**src/rtl/sdram_arb_pkg.sv**
```systemverilog
// Shared types for the SDRAM read arbiter.
// State encoding and address/count widths.
package sdram_arb_pkg;

    typedef enum logic [1:0] {
        IDLE,
        ISSUE,
        WAIT
    } arb_state_t;

    localparam int ADDR_W = 32;
    localparam int CNT_W  = 11;

endpackage

```
**src/rtl/sdram_read_arbiter_rr_pick.sv**
```systemverilog
// Round-robin picker: first pending port after last_grant.
// Purely combinational; shared with the write arbiter.
module rr_pick #(
    parameter  int NUM_PORTS = 2,
    localparam int SEL_W     = $clog2(NUM_PORTS)
) (
    input  logic [NUM_PORTS-1:0] pending,
    input  logic [SEL_W-1:0]     last_grant,
    output logic [SEL_W-1:0]     winner,
    output logic                 any
);

    int               cand;
    logic [SEL_W-1:0] idx;

    always_comb begin
        winner = '0;
        any    = 1'b0;
        cand   = 0;
        idx    = '0;
        // Search order: last_grant+1 ... last_grant (wraps)
        for (int i = 1; i <= NUM_PORTS; i++) begin
            cand = (int'(last_grant) + i) % NUM_PORTS;
            idx  = SEL_W'(cand);
            if (!any && pending[idx]) begin
                any    = 1'b1;
                winner = idx;
            end
        end
    end

endmodule

```
**src/rtl/sdram_read_arbiter.sv**
```systemverilog
// Round-robin arbiter for the shared SDRAM read channel.
// One pending slot per port; one burst in flight at a time.
module sdram_read_arbiter
    import sdram_arb_pkg::*;
#(
    parameter  int NUM_PORTS = 2,
    parameter  int DATA_W    = 32,
    localparam int SEL_W     = $clog2(NUM_PORTS)
) (
    input  logic                               clk,
    input  logic                               rst_n,
    input  logic [NUM_PORTS-1:0]               req_start,
    input  logic [NUM_PORTS-1:0][ADDR_W-1:0]   req_addr,
    input  logic [NUM_PORTS-1:0][CNT_W-1:0]    req_cnt,
    output logic [NUM_PORTS-1:0]               req_valid,
    output logic [NUM_PORTS-1:0][DATA_W-1:0]   req_data,
    output logic [NUM_PORTS-1:0]               req_done,
    output logic [NUM_PORTS-1:0]               req_drop,
    output logic [ADDR_W-1:0]                  read_addr,
    output logic [CNT_W-1:0]                   read_cnt,
    output logic                               read_start,
    input  logic                               read_valid,
    input  logic [DATA_W-1:0]                  read_data,
    input  logic                               read_done,
    output logic [SEL_W-1:0]                   sel,
    output logic                               busy
);

    arb_state_t                        state;
    arb_state_t                        state_nxt;
    logic [NUM_PORTS-1:0]              pending;
    logic [NUM_PORTS-1:0][ADDR_W-1:0]  slot_addr;
    logic [NUM_PORTS-1:0][CNT_W-1:0]   slot_cnt;
    logic [SEL_W-1:0]                  last_grant;
    logic [SEL_W-1:0]                  winner;
    logic                              any;
    logic                              grant;
    logic                              finish;

    rr_pick #(
        .NUM_PORTS(NUM_PORTS)
    ) u_pick (
        .pending   (pending),
        .last_grant(last_grant),
        .winner    (winner),
        .any       (any)
    );

    assign grant  = (state == IDLE) && any;
    assign finish = (state == WAIT) && read_done;

    for (genvar g = 0; g < NUM_PORTS; g++) begin : g_slot
        logic              pend;
        logic [ADDR_W-1:0] addr;
        logic [CNT_W-1:0]  cnt;
        logic              drop;
        logic              issuing;

        assign issuing = (state == ISSUE) && (sel == SEL_W'(g));

        // A new request in the winner's ISSUE cycle refills the slot
        always_ff @(posedge clk or negedge rst_n) begin
            if (!rst_n) begin
                pend <= 1'b0;
                addr <= '0;
                cnt  <= '0;
                drop <= 1'b0;
            end else begin
                drop <= 1'b0;
                if (req_start[g] && (!pend || issuing)) begin
                    pend <= 1'b1;
                    addr <= req_addr[g];
                    cnt  <= req_cnt[g];
                end else if (req_start[g]) begin
                    drop <= 1'b1;
                end else if (issuing) begin
                    pend <= 1'b0;
                end
            end
        end

        assign pending[g]   = pend;
        assign slot_addr[g] = addr;
        assign slot_cnt[g]  = cnt;
        assign req_drop[g]  = drop;
    end

    always_ff @(posedge clk or negedge rst_n) begin
        if (!rst_n) begin
            state      <= IDLE;
            last_grant <= SEL_W'(NUM_PORTS - 1);
            sel        <= '0;
            read_addr  <= '0;
            read_cnt   <= '0;
        end else begin
            state <= state_nxt;
            if (grant) begin
                sel       <= winner;
                read_addr <= slot_addr[winner];
                read_cnt  <= slot_cnt[winner];
            end
            if (finish) begin
                last_grant <= sel;
            end
        end
    end

    always_comb begin
        state_nxt  = state;
        read_start = 1'b0;
        busy       = 1'b0;
        req_valid  = '0;
        req_data   = '0;
        req_done   = '0;
        unique case (state)
            IDLE: begin
                if (any) state_nxt = ISSUE;
            end
            ISSUE: begin
                read_start = 1'b1;
                busy       = 1'b1;
                state_nxt  = WAIT;
            end
            WAIT: begin
                busy           = 1'b1;
                req_valid[sel] = read_valid;
                req_data[sel]  = read_data;
                req_done[sel]  = read_done;
                if (read_done) state_nxt = IDLE;
            end
            default: state_nxt = IDLE;
        endcase
    end

endmodule
```
**config.mk**
```make
export PLATFORM = sky130hd
export DESIGN_NAME = sdram_read_arbiter
export DESIGN_NICKNAME = d
export VERILOG_FILES = /design/src/rtl/sdram_arb_pkg.sv /design/src/rtl/sdram_read_arbiter_rr_pick.sv /design/src/rtl/sdram_read_arbiter.sv
export SDC_FILE = /design/constraint.sdc
export NUM_CORES = 1
export LEC_CHECK = 0
export ABC_CLOCK_PERIOD_IN_PS = 3850
export CORE_UTILIZATION = 45
export CTS_CLUSTER_DIAMETER = 50
export DETAILED_ROUTE_END_ITERATION = 8
export PLACE_DENSITY = 0.9
export SLEW_MARGIN = 5
export SYNTH_ARGS = -nofsm -noshare
export SYNTH_HDL_FRONTEND = slang
export SYNTH_SLANG_ARGS = --single-unit
```
**constraint.sdc**
```tcl
create_clock -name clk -period 3.85 [get_ports clk]
set_input_delay 0.5775 -clock clk [delete_from_list [all_inputs] [get_ports clk]]
set_output_delay 0.5775 -clock clk [all_outputs]
set_load 0.005 [all_outputs]
```
Yosys cells after proc, flatten, opt, wreduce, memory -nomap -nowiden
Cells that the tools add are included.
Widths: inputs -> output; s select.

storage, ports and cells
  bits in registers = 137
  input bits = 124
  logic and storage cells = 84

cells by class
  add/subtract/negate cells = 2
  order comparisons = 5
  equal/unequal tests = 6
  multiplexer cells = 34
  bitwise gates (word level) = 4
  reduce and logical (&&, ||, !) cells = 20

operators by type and width
  operator             count
  $mux 32              3
  $and 64x64->64       1
  $mux 64              1
  $demux 32 s1         1
  $mux 11              2
  $mux 1               21
  $logic_and 1x1->1    8
  $lt 1x2->1 const B   4
  $mux 2               4
  $pmux 2 s3           1
  $reduce_and 2->1     3
  $and 2x2->2          2
  $ne 2x1->1 const B   2
  $ne 2x2->1 const B   2
  $reduce_bool 2->1    2
  $logic_not 1->1      3
  $add 1x1->1 const B  2
  $eq 2x1->1 const B   1
  $eq 2x2->1 const B   1
  $logic_not 2->1      1
  $logic_or 1x1->1     2
  $reduce_or 2->1      1
  $demux 1 s1          1
  $ge 1x1->1 const B   1
  $not 1->1            1

Logic depth before layout (Yosys ltp)
  depth in word-level cells = 9
  depth in mapped cells = 7

Cells and area by module
From an unflattened synthesis, not the netlist that was laid out.

second synthesis, totals
  cells, all modules = 485
  area, all modules = 6075.8 um2

by module, submodules not included
  module              times used  cells each  area an instance (um2)
  sdram_read_arbiter  1           483         6062.1
  rr_pick             1           2           13.8

Worst setup path after synthesis
No wires, ideal clock.

  kind = register to output
  start = reg state[0]
  end = out req_data[10] (netlist bit)
  arrival time = 1.405 ns
  path slack = 1.868 ns
  cell stages (with the launch flop) = 7
  path through = dfrtp_1 inv_1 ha_1 clkbuf_2 nor2b_1 clkbuf_1 and2_1

RTL lines
  item                    RTL line                  RTL
  from (decl)             sdram_read_arbiter.sv:29  arb_state_t state;
  from (signal assigned)  sdram_read_arbiter.sv:96  state <= state_nxt;
  to (decl)               sdram_read_arbiter.sv:16  output logic [NUM_PORTS-1:0][DATA_W-1:0] req_data,

==> run summary <==
* via/cell ratio: 5.32
* Met3 Wirelength: 1090 um
* total global-route track usage: 0.271
* aggregate routed wire length: 18200 um
* overall overflow remaining after global route: 0
* CTS root buf: clkbuf_16
* most repeated library cell on the critical path: buf_4
* maximum vdd ir drop: 0.483 mV
* most used cells in the layout excluding fill and tap cells: clkdlybuf4s50_1 (238), dfrtp_1 (136), a21oi_1 (87)
* min cycle time layout: 3090 ps
* Max Fclk: 0.324 GHz
* number of filler instances in the final layout: 912
* core occupancy in the finished layout: 0.698
* Final Setup Violations: 0
* Mean Syn Cell Area: 11.4 um^2
* Slowest-stage cell, CP: clkdlybuf4s50_1
* Layout Cells excl Fill: 947
* Synthesized Nets: 661
* initial standard-cell utilization of the core: 0.459
* total iterations of the first detailed-routing run: 4
* M1 wire length: 6650 um
* Post-Syn Instances: 533
* count of unique library cells instantiated by Yosys: 29
* flop and latch count out of synthesis: 137
* cell taking the most area after synthesis: dfrtp_1
* type of element launching the critical path: register
* sequential element share of the synthesized area: 0.567
* worst path arrival time: 2510 ps
* count of flip-flops with a built-in enable after synthesis: 0
* routed length per instance: 19.2 um
* Post-Synth Simple-Gate Area: 0.134
* layout cells sized above 1: 0.152
* cells traversed along the worst timing path: inv_1 -> ha_1 -> buf_4 -> nor2b_1 -> buf_4 -> and2_1 -> clkdlybuf4s50_1
* half-perimeter wire length after detailed placement: 13000 um
* Starting DRT DRC Count: 282
* count of boundary I/O pins: 240
* die height: 118 um
* total standard cell area after synthesis: 0.00605 mm^2
* vias in the first global route: 5236
* switching power share of the total: 0.325
* post-layout net count: 885
* MaxCap Viol Count: 0
* Clock Skew: 6.73 ps
* Top Layer Used: met4
* number of warnings printed during yosys synthesis: 0
* smallest setup slack after layout: 760 ps
* CTS Sinks: 137
* core outline area: 0.0132 mm^2
* power dissipated by switching net loads: 0.00252 W
* combined area of the multi-input logic cells: 0.00238 mm^2
* maximum count of clock buffers along a single path: 2
* element type at the critical path end: primary output
* Layout area overhead: 52.2%
* amount of wire on met2 after detailed routing: 9380 um
* number of hold buffers added after cts: 0
* fraction of synthesized cell area taken by the top area cell type: 0.562
* power density over the cells: 843 mW/mm^2
* maximum number of pins on one net before global-route repair: 95
* endpoints failing hold: 0
* slowest cell delay on critical path: 530 ps
* Pint: 0.00524 W
* classification of the worst-slack hold path: input pin to async pin
* worst path bufs/invs: 4
* die extent in x: 118 um
* detailed-route via count: 5038
* mux cell area share after synthesis: 0.162
* Non-Filler Cell Area, Final: 0.00921 mm^2
* Sequential Power Share: 0.344
* Setup WS pre-CTS: 1210 ps
* Leak Pwr: 3.94 nW
* Num CTS Buffers: 17
* number of cells after detailed placement: 914
* Final TNS setup: 0 ps
* gp weighted congestion: 0.981
* TritonCTS clock tree: built
* combinational family with the most area after synthesis: multiplexers
* count of nets left with antenna violations after detail routing: 0
* CTS resizes: 0
* most common library cell in the layout ignoring fill and taps: clkdlybuf4s50_1
* cell types with the largest area share after synthesis: dfrtp_1 (56%), mux2_2 (13%), a21oi_1 (7.2%), and2_1 (3.6%), and3_1 (3.5%)
* Top delay family on crit path: buffers and inverters
* worst slew pin tran: 1120 ps
* area share of fa/ha/maj cells after synthesis: 0.00827
* Slew Limit Headroom: 0.254
* initial antenna violation count: 1
* number of pins exceeding their max-slew limit in the final report: 0
* H-tree levels: 4
* insertion delay of the later-clocked pin in the worst-skew pair: 420 ps
* combined flip-flop and latch cell area: 0.00343 mm^2
* fraction of the mapped netlist area in compound gates: 0.0858
* part of the total power dissipated in the clock network: 0.256
* critical path peak fanout: 37
* count of standard-cell rows: 42
* number of port buffers: 239
* first-pass GRT wire length: 28400 um
* Die ar.: 0.0139 mm^2
* RSZ-0062 raised after global routing: no
* number of buffers inserted by post-CTS setup repair: 0
* post-detailed-placement cell area: 0.00849 mm^2
* Comb power frac: 0.400
* DRC: 0
* proportion of register bits with asynchronous set or reset after synthesis: 1.00
* period utilisation layout: 0.803
* Clk pin slew, worst setup/hold paths: 60 ps
* outcome: finished clean
* Required @ worst endpoint: 3270 ps
* predominant post-synthesis flop cell: dfrtp_1
* Post-Synth XOR/XNOR Area: 0
* Setup Crit Path Kind: register to primary output
Yosys cell counts (2+ instances only):
master and number:
mux2_2 69, nor2b_1 2, buf_2 14, nor2_1 45, nand2_1 46, ha_1 4, clkbuf_1 14, dfrtp_1 136
and2_1 35, inv_1 3, mux2_1 18, and3_1 34, buf_6 9, a21oi_1 87, buf_4 3
layout make-up:
type / count / share of cell area
tap: 176 / 0.0239
sequential: 137 / 0.372
clock inverter: 12 / 0.0289
antenna: 1 / 0.000272
multi-input combinational: 352 / 0.258
clock buffer: 20 / 0.0496
timing repair buffer: 246 / 0.266
inverter: 3 / 0.00122
state kept, by name, indices dropped and copies added (netlist names):
| name | cells |
|---|---|
| state | 2 |
| g_slot.cnt | 22 |
| g_slot.addr | 64 |
| g_slot.pend | 2 |
| sel | 1 |
| g_slot.drop | 2 |
| read_addr | 32 |
| last_grant | 1 |
| read_cnt | 11 |
metrics by stage:
step | total power, W | hold slack [ps]
finish | 0.00776 | 245
global route | 0.00819 | 285
floorplan | 0.00441 | 282
detailed placement | 0.00578 | 476
global placement | 0.00559 | 467
CTS | 0.00781 | 276
cell families (layout without fill, tap and decap cells):
group,after synthesis,in the layout
DFF,137,137
muxes,87,87
adders and majority gates,4,4
buffers and inverters,44,281
AOI/OAI and AO/OA,96,96
and+or+nand+nor,165,165
other,0,1
power groups by stage:
stage,combinational [W],sequential (W),clock [W]
6_report,0.00310,0.00267,0.00199
2_1_floorplan,0.00187,0.00254,0
3_3_place_gp,0.00297,0.00262,0
4_1_cts,0.00313,0.00267,0.00201
5_1_grt,0.00337,0.00276,0.00206
3_5_place_dp,0.00310,0.00267,0
final timing paths:
check	end	cells past startpoint	start	slack, ps
setup / recovery	req_data[19]	7	state[0]	760
hold / removal	g_slot[0].addr[21]	1	rst_n	240
setup reg to reg	g_slot[1].addr[15]	3	sel	1180
hold reg to reg	g_slot[0].addr[13]	1	g_slot[0].addr[13]	490
max in group asynchronous	last_grant	2	rst_n	2700
min in group clk	g_slot[0].addr[13]	1	g_slot[0].addr[13]	490
metal layers:
metal	global-route usage	vias up
met5	0	-
met4	0.185	0
met3	0.0736	59
met2	0.470	234
met1	0.285	2489
li1	-	2256
(Power assumes the default switching activity.)
